$ cat config.mk
export PLATFORM = sky130hd
export DESIGN_NAME = fetch_exec_sequencer
export DESIGN_NICKNAME = d
export VERILOG_FILES = /design/src/rtl/fetch_exec_pkg.sv /design/src/rtl/sat_counter.sv /design/src/rtl/fetch_exec_sequencer.sv
export SDC_FILE = /design/constraint.sdc
export NUM_CORES = 1
export LEC_CHECK = 0
export CORE_UTILIZATION = 50
export CTS_CLUSTER_SIZE = 40
export DETAILED_ROUTE_END_ITERATION = 16
export PLACE_DENSITY = 0.82
export SYNTH_ARGS = -nofsm -noshare
export SYNTH_HDL_FRONTEND = slang
export SYNTH_SLANG_ARGS = --single-unit
$ cat constraint.sdc
create_clock -name clk -period 3.8 [get_ports clk]
set_input_delay 0.57 -clock clk [delete_from_list [all_inputs] [get_ports clk]]
set_output_delay 0.57 -clock clk [all_outputs]
set_load 0.01 [all_outputs]
$ cat src/rtl/fetch_exec_pkg.sv
// Shared types and default widths for the fetch/exec control sequencer.
package fetch_exec_pkg;

    typedef enum logic [2:0] {
        IDLE   = 3'd0,
        FETCH  = 3'd1,
        LOAD   = 3'd2,
        EXEC   = 3'd3,
        MEM    = 3'd4,
        HALTED = 3'd5
    } seq_state_e;

    localparam int PC_WIDTH_DEF    = 10;
    localparam int CNT_WIDTH_DEF   = 16;
    localparam int MEM_TIMEOUT_DEF = 8;

endpackage

$ cat src/rtl/sat_counter.sv
// Saturating up-counter with synchronous clear; clear wins over inc.
module sat_counter #(
    parameter int WIDTH = 16
) (
    input  logic             clk,
    input  logic             rst_n,
    input  logic             clear,
    input  logic             inc,
    output logic [WIDTH-1:0] value
);

    always_ff @(posedge clk or negedge rst_n) begin
        if (!rst_n)
            value <= '0;
        else if (clear)
            value <= '0;
        else if (inc && value != '1)
            value <= value + WIDTH'(1);
    end

endmodule

$ cat src/rtl/fetch_exec_sequencer.sv
// Multi-cycle FETCH/LOAD/EXEC/MEM sequencer: steps pc, gates decoder write
// enables into commit pulses and runs the data-memory req/ack handshake.
module fetch_exec_sequencer
    import fetch_exec_pkg::*;
#(
    parameter int PC_WIDTH    = PC_WIDTH_DEF,
    parameter int CNT_WIDTH   = CNT_WIDTH_DEF,
    parameter int MEM_TIMEOUT = MEM_TIMEOUT_DEF
) (
    input  logic                 clk,
    input  logic                 rst_n,
    input  logic                 start,
    input  logic [PC_WIDTH-1:0]  start_addr,
    output logic [PC_WIDTH-1:0]  imem_addr,
    output logic                 imem_en,
    output logic                 ir_load,
    input  logic                 dec_mem_read,
    input  logic                 dec_mem_write,
    input  logic                 dec_reg_write,
    input  logic                 dec_car_write,
    input  logic                 dec_halt,
    input  logic                 jump_en,
    input  logic [PC_WIDTH-1:0]  jump_target,
    output logic                 dmem_req,
    output logic                 dmem_we,
    input  logic                 dmem_ack,
    output logic                 reg_we,
    output logic                 car_we,
    output logic                 busy,
    output logic                 done,
    output logic                 err,
    output logic [CNT_WIDTH-1:0] instr_count,
    output logic [CNT_WIDTH-1:0] cycle_count
);

    localparam int WAIT_W = $clog2(MEM_TIMEOUT + 1);

    seq_state_e          state, state_next;
    logic [PC_WIDTH-1:0] pc, pc_next;
    logic [WAIT_W-1:0]   wait_cnt, wait_next;
    logic                err_q, err_next;
    logic                cnt_clear, instr_inc;

    always_ff @(posedge clk or negedge rst_n) begin
        if (!rst_n) begin
            state    <= IDLE;
            pc       <= '0;
            wait_cnt <= '0;
            err_q    <= 1'b0;
        end else begin
            state    <= state_next;
            pc       <= pc_next;
            wait_cnt <= wait_next;
            err_q    <= err_next;
        end
    end

    always_comb begin
        state_next = state;
        pc_next    = pc;
        wait_next  = wait_cnt;
        err_next   = err_q;
        cnt_clear  = 1'b0;
        instr_inc  = 1'b0;
        imem_en    = 1'b0;
        ir_load    = 1'b0;
        dmem_req   = 1'b0;
        dmem_we    = 1'b0;
        reg_we     = 1'b0;
        car_we     = 1'b0;
        case (state)
            IDLE, HALTED: begin
                if (start) begin
                    pc_next    = start_addr;
                    err_next   = 1'b0;
                    cnt_clear  = 1'b1;
                    state_next = FETCH;
                end
            end
            FETCH: begin
                imem_en    = 1'b1;
                state_next = LOAD;
            end
            LOAD: begin
                ir_load    = 1'b1;
                state_next = EXEC;
            end
            EXEC: begin
                if (dec_halt) begin
                    instr_inc  = 1'b1;
                    state_next = HALTED;
                end else if (dec_mem_read || dec_mem_write) begin
                    wait_next  = WAIT_W'(1);
                    state_next = MEM;
                end else begin
                    reg_we     = dec_reg_write;
                    car_we     = dec_car_write;
                    pc_next    = jump_en ? jump_target : pc + PC_WIDTH'(1);
                    instr_inc  = 1'b1;
                    state_next = FETCH;
                end
            end
            MEM: begin
                // IR is not reloaded here, so decoder outputs still describe this LW/SW.
                dmem_req = 1'b1;
                dmem_we  = dec_mem_write;
                if (dmem_ack) begin
                    reg_we     = dec_mem_read;
                    pc_next    = pc + PC_WIDTH'(1);
                    instr_inc  = 1'b1;
                    state_next = FETCH;
                end else if (wait_cnt == WAIT_W'(MEM_TIMEOUT)) begin
                    err_next   = 1'b1;
                    state_next = HALTED;
                end else begin
                    wait_next = wait_cnt + WAIT_W'(1);
                end
            end
            default: state_next = IDLE;
        endcase
    end

    assign imem_addr = pc;
    assign busy      = (state == FETCH) || (state == LOAD) || (state == EXEC) || (state == MEM);
    assign done      = (state == HALTED);
    assign err       = err_q;

    sat_counter #(.WIDTH(CNT_WIDTH)) u_instr_cnt (
        .clk   (clk),
        .rst_n (rst_n),
        .clear (cnt_clear),
        .inc   (instr_inc),
        .value (instr_count)
    );

    sat_counter #(.WIDTH(CNT_WIDTH)) u_cycle_cnt (
        .clk   (clk),
        .rst_n (rst_n),
        .clear (cnt_clear),
        .inc   (busy),
        .value (cycle_count)
    );

endmodule

==> results.toml <==
[sta]
rsz0062_at_grt = "no"
whs_ns = 0.270
setup_ws_ns = 0.954
setup_violations = 0
final_hold_viol_count = 0
slew_headroom_pct = 45.1
fin_crit_ns = 2.85
clock_skew_ns = 0.00991
tns_ns = 0
finalCritPeriodShare_pct = 74.9
max_freq_ghz = 0.351
worst_pin_slew_ns = 0.820
slew_viol_final = 0

[finish]
diodes = 0
drive_gt1_share_pct = 6.20
fin_cells = 475
layout_common_cells = "79 x clkdlybuf4s50_1, 50 x dfrtp_1, 36 x nor2_1"
final_common_cell = "clkdlybuf4s50_1"
nNetsFinal = 437
area_growth_pct = 31.6

[clock_network]
cts_buffers = 5
clkLatencyLatePin_ns = 0.31
cts_hold_buffers = 0
post_cts_buffers = 0
clkTransAtPathRegs_ns = 0.10
cts_sinks = 50
ctsResizeCount = 0
cts_tree = "done"
htree_levels = 2
cts_max_path_buffers = 2
root_buffer = "clkbuf_8"

[global_route]
grt_pass1_vias = 2681
antenna_found_initial = 0
grt_usage_pct = 24.7
grt_overflow = 0
grt_pass1_wl_um = 12300
grt_max_degree = 29

[power]
ir_drop_mv = 0.353
leakagePower_nw = 1.62
pwr_density_cell_nw_per_um2 = 552

[placement]
place_congestion = 0.792
place_ws_ns = 0.954
hpwl_um = 5440
port_buffers = 80
place_inst = 467

[yosys]
async_reset_ff_share_pct = 100
synth_ff_type = "dfrtp_1"
synth.distinct_cells = 56
netlist.area_leader.share_pct = 41.5
synthCells = 329
synth-edff-count = 0
avgSynthCellArea_um2 = 9.15
synth_area_um2 = 3010
ys_seq_elements = 50
synth_area_leader_cell = "dfrtp_1"
yosysWarningCount = 0
synthTopCellsByArea = "dfrtp_1 42%, xnor2_1 4.7%, nor2_1 4.5%, nand2_1 3.5%, nand3_1 2.8%"
seq_area_frac_synth_pct = 41.5
syn_nets = 364

[worst_setup_path]
cp_slowest_cell = "dfrtp_1"
cp-end-kind = "output pin"
startpoint = "state[2]$_DFFE_PN0P_"
timing.rr.end = "u_cycle_cnt.value[3]$_DFFE_PN0P_"
rrSetupSlack_ns = 1.43
critPathKind = "reg -> out"
cp_max_fo = 16
r2r_cells = 6
path_cells = "or3b_4 > clkinv_4 > nand3_1 > nand2_1 > clkdlybuf4s50_1"
crit_required_ns = 3.23
cp.arrival_ns = 2.28
critPathLaunchType = "flip-flop"
r2r_start = "u_cycle_cnt.value[0]$_DFFE_PN0P_"
crit_path_max_incr_delay_ns = 0.64

[floorplanning]
dieArea_um2 = 6340
rows = 27
die_y_um = 79.6
dieWidth_um = 79.6
core_um2 = 5640
start_util_pct = 53.4
io_pins = 81

[outcome]
status = "complete, no violations"

[detailed_routing]
dr.pass1.iters = 4
viasPerCell = 5.97
dr.first_iter.drc_count = 188
wl_per_cell_um = 15.5
ant_nets = 0
drc = 0
wirelength_um = 7340
vias = 2834

[job]
drv_cap = 0

[hold_path]
hp-class = "in -> async"
layer usage:
layer  global-route usage [%]  vias up  part of all wire (%)
li1                         -     1365                     -
met1                     32.2     1383                    44
met2                     41.9       78                    50
met3                     3.89        8                   4.2
met4                     7.82        0                   1.1
met5                        0        -                     0
final cells by class:
type                            instances  area, um^2
Multi-Input combinational cell        251        1650
Clock inverter                          2        37.5
Clock buffer                            6        72.6
Timing Repair Buffer                   83         818
Fill cell                             472        1680
Inverter                               11        46.3
Sequential cell                        50        1250
Tap cell                               72        90.1
worst max-delay path, delay by kind of cell, from the launching register on:
family        cells  cell delay [ns]
simple gates      3             0.70
buf+inv           2             0.62
flops             1             0.64
report_power, final:
group | switching [mW] | internal (mW)
clock | 0.181 | 0.197
combinational | 0.478 | 0.478
sequential | 0.199 | 0.654
total | 0.858 | 1.33
kinds of logic (layout without fill, tap and decap cells):
| logic type | after synthesis | after routing | share of synthesized area, % |
|---|---|---|---|
| AND/OR/NAND/NOR | 154 | 154 | 28.4 |
| AO/OA/AOI/OAI | 65 | 65 | 15.8 |
| flip-flops | 50 | 50 | 41.5 |
| buffers and inverters | 28 | 102 | 3.99 |
| XOR/XNOR | 19 | 19 | 5.53 |
| multiplexers | 8 | 8 | 2.66 |
| adder cells (fa/ha/maj) | 5 | 5 | 2.08 |
Yosys cell counts (all sizes together) (7+ instances only):
library cell   n
and3           7
nand4          8
clkbuf        14
a22o           9
nor4          13
a21oi          9
a221o          8
nor2          36
inv           10
o21ai         15
nand3         17
nor3          10
xnor2         16
dfrtp         50
mux2i          8
nand2         28
worst max path at each step:
| stage | end | slack [ns] | cells after the start |
|---|---|---|---|
| after floorplan | imem_addr[6]$_DFFE_PN0P_ | 1.86 | 6 |
| after global placement | car_we | 0.99 | 4 |
| after detailed placement | reg_we | 0.95 | 5 |
| after CTS | reg_we | 0.95 | 5 |
| after global routing | reg_we | 0.84 | 5 |
| final | reg_we | 0.95 | 5 |
state kept, by name (all words and copies together), names as in the netlist:
register	flops
wait_cnt	4
imem_addr	10
u_instr_cnt.value	16
err	1
state	3
u_cycle_cnt.value	16
per-stage QoR:
stage | utilization, % | power (mW) | cell area (um^2)
floorplan | - | 1.42 | 3010
finish | 70.3 | 2.19 | 3960
global route | 70.3 | 2.34 | 3960
detailed placement | 68.3 | 1.81 | 3850
CTS | 70.3 | 2.20 | 3960
global placement | 68.3 | 1.79 | 3850
(Power assumes the default switching activity.)
